[src/rtl/dmem_pkg.sv]
// dmem_pkg: memop bit indices, data_size codes and FSM states shared by the data-memory controller
package dmem_pkg;
    localparam int MOP_LB  = 0;
    localparam int MOP_LBU = 1;
    localparam int MOP_LH  = 2;
    localparam int MOP_LHU = 3;
    localparam int MOP_LW  = 4;
    localparam int MOP_SB  = 5;
    localparam int MOP_SH  = 6;
    localparam int MOP_SW  = 7;
    localparam int MOP_LWL = 8;
    localparam int MOP_LWR = 9;
    localparam int MOP_SWL = 10;
    localparam int MOP_SWR = 11;
    localparam logic [1:0] SZ_B = 2'd0;
    localparam logic [1:0] SZ_H = 2'd1;
    localparam logic [1:0] SZ_W = 2'd2;
    typedef enum logic [2:0] {ST_IDLE, ST_REQ, ST_WAIT, ST_HOLD, ST_DISCARD} state_e;
endpackage

[src/rtl/dmem_req_encode.sv]
// dmem_req_encode: memop + address + rt to SRAM size, byte strobes, positioned write data and address
module dmem_req_encode
    import dmem_pkg::*;
#(
    parameter int MOP_W = 12,
    parameter int AW    = 32
) (
    input  logic [MOP_W-1:0] memop_i,
    input  logic [AW-1:0]    addr_i,
    input  logic [31:0]      rt_i,
    output logic             wr_o,
    output logic [1:0]       size_o,
    output logic [AW-1:0]    addr_o,
    output logic [3:0]       wstrb_o,
    output logic [31:0]      wdata_o
);
    logic       byte_op, half_op, unal_op, swl, swr;
    logic [1:0] a;
    logic [3:0] strb;
    always_comb begin
        a       = addr_i[1:0];
        byte_op = memop_i[MOP_LB] | memop_i[MOP_LBU] | memop_i[MOP_SB];
        half_op = memop_i[MOP_LH] | memop_i[MOP_LHU] | memop_i[MOP_SH];
        unal_op = |memop_i[MOP_SWR:MOP_LWL];
        swl     = memop_i[MOP_SWL];
        swr     = memop_i[MOP_SWR];
        wr_o    = memop_i[MOP_SB] | memop_i[MOP_SH] | memop_i[MOP_SW] | swl | swr;
        size_o  = byte_op ? SZ_B : half_op ? SZ_H : SZ_W;
        addr_o  = unal_op ? {addr_i[AW-1:2], 2'b00} : addr_i;
        // swl fills from the low byte up to a; swr from a up to the top byte
        strb    = byte_op ? 4'b0001 << a :
                  half_op ? (a[1] ? 4'b1100 : 4'b0011) :
                  swl     ? 4'b1111 >> ~a :
                  swr     ? 4'b1111 << a : 4'b1111;
        wstrb_o = wr_o ? strb : 4'b0000;
        wdata_o = byte_op ? {4{rt_i[7:0]}} :
                  half_op ? {2{rt_i[15:0]}} :
                  swl     ? rt_i >> {~a, 3'b000} :
                  swr     ? rt_i << {a, 3'b000} : rt_i;
    end
endmodule

[src/rtl/dmem_ctrl.sv]
// dmem_ctrl: sequences one outstanding data-SRAM access per memop and returns raw read data to MEM
module dmem_ctrl
    import dmem_pkg::*;
#(
    parameter int MOP_W = 12,
    parameter int AW    = 32
) (
    input  logic             clk,
    input  logic             rst_n,
    input  logic             ex_valid_i,
    input  logic [MOP_W-1:0] ex_memop_i,
    input  logic [AW-1:0]    ex_addr_i,
    input  logic [31:0]      ex_wdata_i,
    input  logic             pipe_stall_i,
    input  logic             flush_i,
    output logic             data_req,
    output logic             data_wr,
    output logic [1:0]       data_size,
    output logic [AW-1:0]    data_addr,
    output logic [3:0]       data_wstrb,
    output logic [31:0]      data_wdata,
    input  logic             data_addr_ok,
    input  logic [31:0]      data_rdata,
    input  logic             data_data_ok,
    output logic [31:0]      mem_rdata_o,
    output logic [1:0]       mem_addr_low_o,
    output logic             mem_rvalid_o,
    output logic             stallreq_o
);
    state_e        state_q, state_d;
    logic          wr_q, wr_d, enc_wr, rvalid_q, rvalid_d, accept, in_req;
    logic [1:0]    size_q, size_d, enc_size, alow_q, alow_d, rlow_q, rlow_d;
    logic [AW-1:0] addr_q, addr_d, enc_addr;
    logic [3:0]    wstrb_q, wstrb_d, enc_wstrb;
    logic [31:0]   wdata_q, wdata_d, enc_wdata, rdata_q, rdata_d;

    dmem_req_encode #(.MOP_W(MOP_W), .AW(AW)) u_enc (
        .memop_i (ex_memop_i),
        .addr_i  (ex_addr_i),
        .rt_i    (ex_wdata_i),
        .wr_o    (enc_wr),
        .size_o  (enc_size),
        .addr_o  (enc_addr),
        .wstrb_o (enc_wstrb),
        .wdata_o (enc_wdata)
    );

    always_comb begin
        // reset gates acceptance so the request drops the instant reset rises
        accept     = state_q == ST_IDLE && ex_valid_i && |ex_memop_i && !flush_i && !rst_n;
        in_req     = state_q == ST_REQ;
        data_req   = accept | in_req;
        data_wr    = !data_req ? 1'b0 : in_req ? wr_q : enc_wr;
        data_size  = !data_req ? 2'b00 : in_req ? size_q : enc_size;
        data_addr  = !data_req ? '0 : in_req ? addr_q : enc_addr;
        data_wstrb = !data_req ? 4'b0000 : in_req ? wstrb_q : enc_wstrb;
        data_wdata = !data_req ? 32'h0 : in_req ? wdata_q : enc_wdata;
        wr_d       = accept ? enc_wr : wr_q;
        size_d     = accept ? enc_size : size_q;
        addr_d     = accept ? enc_addr : addr_q;
        wstrb_d    = accept ? enc_wstrb : wstrb_q;
        wdata_d    = accept ? enc_wdata : wdata_q;
        alow_d     = accept ? ex_addr_i[1:0] : alow_q;
        stallreq_o = accept | in_req | state_q == ST_WAIT | state_q == ST_DISCARD;
        state_d    = state_q;
        rvalid_d   = 1'b0;
        rdata_d    = rdata_q;
        rlow_d     = rlow_q;
        case (state_q)
            ST_IDLE:    state_d = !accept ? ST_IDLE : data_addr_ok ? ST_WAIT : ST_REQ;
            ST_REQ:     state_d = flush_i ? (data_addr_ok ? ST_DISCARD : ST_IDLE) :
                                  (data_addr_ok ? ST_WAIT : ST_REQ);
            ST_WAIT: begin
                rvalid_d = data_data_ok && !flush_i;
                rdata_d  = rvalid_d ? data_rdata : rdata_q;
                rlow_d   = rvalid_d ? alow_q : rlow_q;
                state_d  = data_data_ok ? (rvalid_d && pipe_stall_i ? ST_HOLD : ST_IDLE) :
                           flush_i ? ST_DISCARD : ST_WAIT;
            end
            ST_HOLD: begin
                rvalid_d = pipe_stall_i && !flush_i;
                state_d  = rvalid_d ? ST_HOLD : ST_IDLE;
            end
            ST_DISCARD: state_d = data_data_ok ? ST_IDLE : ST_DISCARD;
            default:    state_d = ST_IDLE;
        endcase
    end

    always_ff @(posedge clk or posedge rst_n) begin
        if (rst_n) begin
            state_q  <= ST_IDLE;
            wr_q     <= 1'b0;
            size_q   <= 2'b00;
            addr_q   <= '0;
            wstrb_q  <= 4'b0000;
            wdata_q  <= 32'h0;
            alow_q   <= 2'b00;
            rdata_q  <= 32'h0;
            rlow_q   <= 2'b00;
            rvalid_q <= 1'b0;
        end else begin
            state_q  <= state_d;
            wr_q     <= wr_d;
            size_q   <= size_d;
            addr_q   <= addr_d;
            wstrb_q  <= wstrb_d;
            wdata_q  <= wdata_d;
            alow_q   <= alow_d;
            rdata_q  <= rdata_d;
            rlow_q   <= rlow_d;
            rvalid_q <= rvalid_d;
        end
    end

    assign mem_rdata_o    = rdata_q;
    assign mem_addr_low_o = rlow_q;
    assign mem_rvalid_o   = rvalid_q;
endmodule

[config.mk]
export PLATFORM = sky130hd
export DESIGN_NAME = dmem_ctrl
export DESIGN_NICKNAME = d
export VERILOG_FILES = /design/src/rtl/dmem_pkg.sv /design/src/rtl/dmem_req_encode.sv /design/src/rtl/dmem_ctrl.sv
export SDC_FILE = /design/constraint.sdc
export NUM_CORES = 1
export LEC_CHECK = 0
export CAP_MARGIN = 15
export CORE_MARGIN = 5
export CORE_UTILIZATION = 64
export CTS_BUF_LIST = sky130_fd_sc_hd__clkbuf_4 sky130_fd_sc_hd__clkbuf_8 sky130_fd_sc_hd__clkbuf_16
export CTS_CLUSTER_SIZE = 28
export DETAILED_ROUTE_END_ITERATION = 10
export DONT_BUFFER_PORTS = 1
export MAX_ROUTING_LAYER = met4
export PLACE_DENSITY = 0.8
export SLEW_MARGIN = 20
export SYNTH_ARGS = -nofsm -noshare
export SYNTH_HDL_FRONTEND = slang
export SYNTH_SLANG_ARGS = --single-unit
[constraint.sdc]
create_clock -name clk -period 7.48 [get_ports clk]
set_input_delay 1.496 -clock clk [delete_from_list [all_inputs] [get_ports clk]]
set_output_delay 1.496 -clock clk [all_outputs]
set_load 0.005 [all_outputs]
After elaboration in Yosys (flattened, before gate mapping)
Index checks and enable logic that the tools add are counted.

word-level totals
  bits of input ports = 115
  bits in registers = 111

cells by class
  multiplexer cells = 34
  shift-type cells = 5
  bitwise logic cells = 12
  equality and inequality tests = 4
  reduce and logical (&&, ||, !) cells = 13

operators with widths
  operator             number
  $mux 32              8
  $mux 4               8
  $shl 32x5->32        1
  $shr 32x5->32        1
  $mux 3               6
  $mux 2               8
  $pmux 3 s5           1
  $reduce_or 12->1     1
  $or 1x1->1           11
  $logic_and 1x1->1    7
  $eq 3x2->1 const B   2
  $reduce_or 4->1      1
  $shl 1x2->4 const A  1
  $shl 4x2->4 const A  1
  $shr 4x2->4 const A  1
  $eq 3x1->1 const B   1
  $eq 3x3->1 const B   1
  $logic_not 3->1      1
  $logic_not 1->1      2
  $mux 1               2
  $not 2->2            1
  $pmux 1 s2           1
  $reduce_and 2->1     1

Logic depth before layout (Yosys ltp)
  depth in word-level cells = 8
  depth in mapped cells = 10

Hierarchy
A second synthesis with hierarchy kept.

unflattened totals
  cells, all modules = 905
  area total of the unflattened synthesis = 7711.1 um^2

by module, submodules not included
  module           instances  sequential area each (um^2)  area an instance (um^2)  cells each
  dmem_ctrl        1          2777.7                       6160.9                   697
  dmem_req_encode  1          0.0                          1550.2                   208

Worst setup path before layout
OpenSTA, ideal clock, no wires.

  kind = input -> output
  start = input port rst_n
  end = output port data_wdata[30]
  required time = 5984 ps
  buffers on the path = 2
  arrival time = 5359 ps
  setup slack = 625 ps
  cell stages on the path = 7
  path through = inv_1 -> nand4_2 -> or2_1 -> buf_2 -> buf_6 -> or4_1 -> nand2_1

between the ends
  word-level cells in the longest chain between the ends = 4

ends and longest elaborated chain
  what                              RTL line         RTL
  start: declaration                dmem_ctrl.sv:9   input logic rst_n,
  $logic_not 1->1 (no source line)  n/a
  $logic_and 1x1->1                 dmem_ctrl.sv:50  accept = state_q == ST_IDLE && ex_valid_i && |ex_memop_i && !flush_i && !rst_n;
  $or 1x1->1                        dmem_ctrl.sv:52  data_req = accept | in_req;
  $mux 32                           dmem_ctrl.sv:57  data_wdata = !data_req ? 32'h0 : in_req ? wdata_q : enc_wdata;
  end: declaration                  dmem_ctrl.sv:21  output logic [31:0] data_wdata,

Every way passes these cells.

Worst setup path in the final report
  start = input port ex_memop_i[6]
  end = output port data_wstrb[1]

between the ends
  word-level cells in the longest chain between the ends = 7
  elaborated cells on any way between the ends = 15
  those cells by class = 5 x mux; 6 x bitwise; 4 x reduce/logical

ends and longest elaborated chain
  what                      RTL line               RTL
  start: declaration        dmem_ctrl.sv:11        input logic [MOP_W-1:0] ex_memop_i,
  $or 1x1->1 (4 in series)  dmem_req_encode.sv:27  wr_o = memop_i[MOP_SB] | memop_i[MOP_SH] | memop_i[MOP_SW] | swl | swr;
  $mux 4                    dmem_req_encode.sv:35  wstrb_o = wr_o ? strb : 4'b0000;
  $mux 4                    dmem_ctrl.sv:56        data_wstrb = !data_req ? 4'b0000 : in_req ? wstrb_q : enc_wstrb;
  $mux 4 *                  dmem_ctrl.sv:56
  end: declaration          dmem_ctrl.sv:20        output logic [3:0] data_wstrb,

Mark *: on every way between the ends. The rest lies on a longest branch, timed or not.

==> results <==
- The run finished with clean final reports.
- The core occupancy in the finished layout is 68.0%.
- The die outline height is 111 µm.
- The H-tree generated during clock tree synthesis spans 3 levels.
- Buffers inserted to repair hold after CTS numbered 0.
- In this run, CTS created clock tree buffers numbering 9.
- The post-synth net total is 844.
- The initial antenna violation count is 0.
- The startpoint type of the worst setup path is an input pin.
- The maximum number of pins on one net before global-route repair is 75.
- The via count of the routed design is 5603.
- The cell count after synthesis came out at 729.
- In this run the most critical hold path is launched from addr_q[19]$_DFFE_PP0P_.
- The critical path required time is 5980 ps.
- The setup-violating endpoint count in the final report is 0.
- Once the clock tree was built, the resizer swapped 0 gates to a different size.
- The number of slew-limit violations in the final report is 0.
- The filler cells instantiated in the layout total 768.
- The root buffer cell chosen for the clock tree is clkbuf_8.
- The ratio of routed vias to standard cells is 6.81.
- The DRC marker count from the first detailed-route iteration is 561.
- The minimum clock period is 5440 ps.
- The post-route netlist has 12.3% of its cells at a drive strength greater than 1.
- The overall die area is 12300 µm².
- In this run, synthesis inferred 0 flip-flops with an integrated enable.
- The wire length reported by the detailed router is 19.2 mm.
- The final-stage net count is 800.
- Counting instances in the post-synthesis netlist gives the leading cell types as nand2_1 (191), dfrtp_1 (111), mux2_2 (43).
- In this run the tool buffered the top-level ports with 0 buffer cells.
- The critical path capture point type is a primary output.
- The count of cell types in the netlist is 46.
- The critical path starts at ex_memop_i[6].
- The number of global-route vias before repair is 5555.
- The total leakage power is 3.37 nW.
- In this run the power density over the cells is 228 nW/µm².
- The largest vdd supply drop is 0.000106 V.
- The detail route stage leaves a number of antenna-violating nets equal to 0.
- The total area inside the core boundary comes to 9860 µm².
- The critical path is of the in -> out type.
- The number of clock sinks is 111.
- The die is 111 µm wide.
- The highest achievable clock rate is 0.184 GHz.
- The leading cell type by number of instances after synthesis is nand2_1.
- The placed wire-length estimate is 13.8 mm.
- Of the available clock period, the critical path in the final layout requires 72.8%.
- The TritonCTS clock tree is built.
- Setup repair after global routing left no endpoint under its margin.
- Registers take 2780 µm².
- The synthesized design devotes to its leading area cell type 42.6% of total area.
- After detailed routing, the average wire length per cell comes to 23.3 µm.
- The first-pass GRT wire length is 30.4 mm.
- The startpoint identified for the worst register-to-register timing path is state_q[2]$_DFF_PP0_.
- The post-CTS repair timing setup buffer count is 0.
- Of all cell types, the one taking the most synthesized area is dfrtp_1.
- The floorplan has 36 rows.
- The hold violation count in the final report is 0.
- The count of yosys warnings during synthesis is 0.
- The area growth from synthesis to layout is 2.90%.
- The latest clock arrival within the worst-skew pair is 380 ps.
- The global placement routability congestion is 0.936.
- The final routed DRC violation total is 0.
- The count of antenna diodes in the layout is 0.
- In the synthesized netlist the async set-or-reset flop fraction comes to 100%.
- The overall global routing resource usage is 31.4%.
- Sequential cells were found to cover 42.6% of the synthesized design area.
- The max-capacitance violation count is 0.
- Measured against its own limit, the worst slew margin works out to 32.9%.
- For the pin with the worst max-slew slack, the measured transition is 1000 ps.
- The arrival time at the worst endpoint is 3950 ps.
- The number of primary I/O pins is 223.
- The initial utilization of the core area, before any placement, comes to 66.1%.
- The total of flip-flops plus latches after synthesis is 111.
- Adding up every negative setup slack in the final design gives 0 ps.
- The multi-input gate area in the final layout is 3470 µm².
- The clock passes through at most 2 buffers.
- The top fanout value on the critical path is 20.
- The min-delay analysis places its worst path in the category reg -> reg.
- The total congestion overflow is 0.
- The most frequently used flop master after synthesis is dfrtp_1.
- Clock skew on the completed layout was measured at 14.0 ps.
- The post-synth design cell area is 6520 µm².
- The synthesized area divided by synthesized cell count is 8.95 µm².
- The first TritonRoute pass finished after 6 iterations.
- After clock tree synthesis, the clock-pin slew on the worst setup and hold paths is 110 ps.
- In the post-synthesis netlist, the biggest area contributors are dfrtp_1 (43%), nand2_1 (11%), mux2_2 (7.4%), a21o_1 (4.8%), a22o_1 (4.2%).
==> power by group <==
group          total [mW]  leakage [nW]  switching [mW]  internal [mW]
Sequential          0.863          1.40           0.107          0.756
Combinational       0.283          1.87           0.139          0.144
Clock               0.381         0.104           0.216          0.165
==> kinds of logic after synthesis <==
family | count (synthesis) | share of synthesized area, %
AOI/OAI and AO/OA | 178 | 19.8
xor gates and xnor gates | 1 | 0.134
buffers and inverters | 65 | 4.51
DFF | 111 | 42.6
muxes | 62 | 11.9
and+or+nand+nor | 312 | 21.1
==> area by class of cell <==
cell class                 instances  share of cell area [%]
clock buffer                      10                    1.96
clock inverter                     6                    1.16
inverter                           2                   0.149
multi-input combinational        553                    51.7
sequential                       111                    41.4
tap                              133                    2.48
timing repair buffer               8                    1.19
==> metal layers <==
metal / wire length [µm] / GRT usage, % / vias to the layer above / share of wire [%]
met5: 0 / - / - / 0
met4: 560 / 10.8 / 0 / 2.9
met3: 2060 / 11.8 / 49 / 11
met2: 9750 / 53.4 / 319 / 51
met1: 6790 / 33.7 / 2725 / 35
li1: - / - / 2510 / -
==> metrics by stage <==
stage / instance area, µm² / hold slack [ps] / setup slack, ps / instances / power, mW
floorplan: 6520 / 442 / 625 / 729 / 1.09
global placement: 6480 / 457 / 2190 / 806 / 1.13
detailed placement: 6480 / 464 / 2110 / 806 / 1.16
CTS: 6690 / 489 / 2100 / 822 / 1.53
global route: 6710 / 503 / 1800 / 823 / 1.61
finish: 6710 / 489 / 2040 / 823 / 1.53
==> critical path, stage by stage <==
cell       delay [ps]
nor3_2            790
nand2_1           720
a2111oi_0         740
a21o_1            190
==> cells in the final DEF, fill, tap and decap left out, types with 16 or more instances in the layout <==
cell / Yosys / routed
dfrtp_1: 111 / 111
o21ai_0: 24 / 24
nand3_1: 27 / 27
a21o_1: 42 / 42
a21oi_1: 17 / 17
nor2_1: 40 / 39
a22o_1: 31 / 31
a22oi_1: 16 / 16
mux2_2: 43 / 43
nand2_1: 191 / 191
==> worst paths after layout <==
check / end / slack, ps / cells past startpoint
max reg2reg: wdata_q[31]$_DFFE_PP0P_ / 4890 / 6
max: data_wstrb[1] / 2040 / 4
max in group asynchronous: wdata_q[9]$_DFFE_PP0P_ / 5170 / 2
min reg2reg: addr_q[19]$_DFFE_PP0P_ / 490 / 2
min in group asynchronous: mem_rdata_o[0]$_DFFE_PP0P_ / 980 / 1
min: addr_q[19]$_DFFE_PP0P_ / 490 / 2
==> state kept, by name, summed over array words and instances, names as in the netlist <==
| signal | cells |
|---|---|
| wstrb_q | 4 |
| state_q | 3 |
| mem_rdata_o | 32 |
| mem_rvalid_o | 1 |
| size_q | 2 |
| wdata_q | 32 |
| wr_q | 1 |
| addr_q | 32 |
| mem_addr_low_o | 2 |
| alow_q | 2 |
Power figures use the tool's default switching activity.
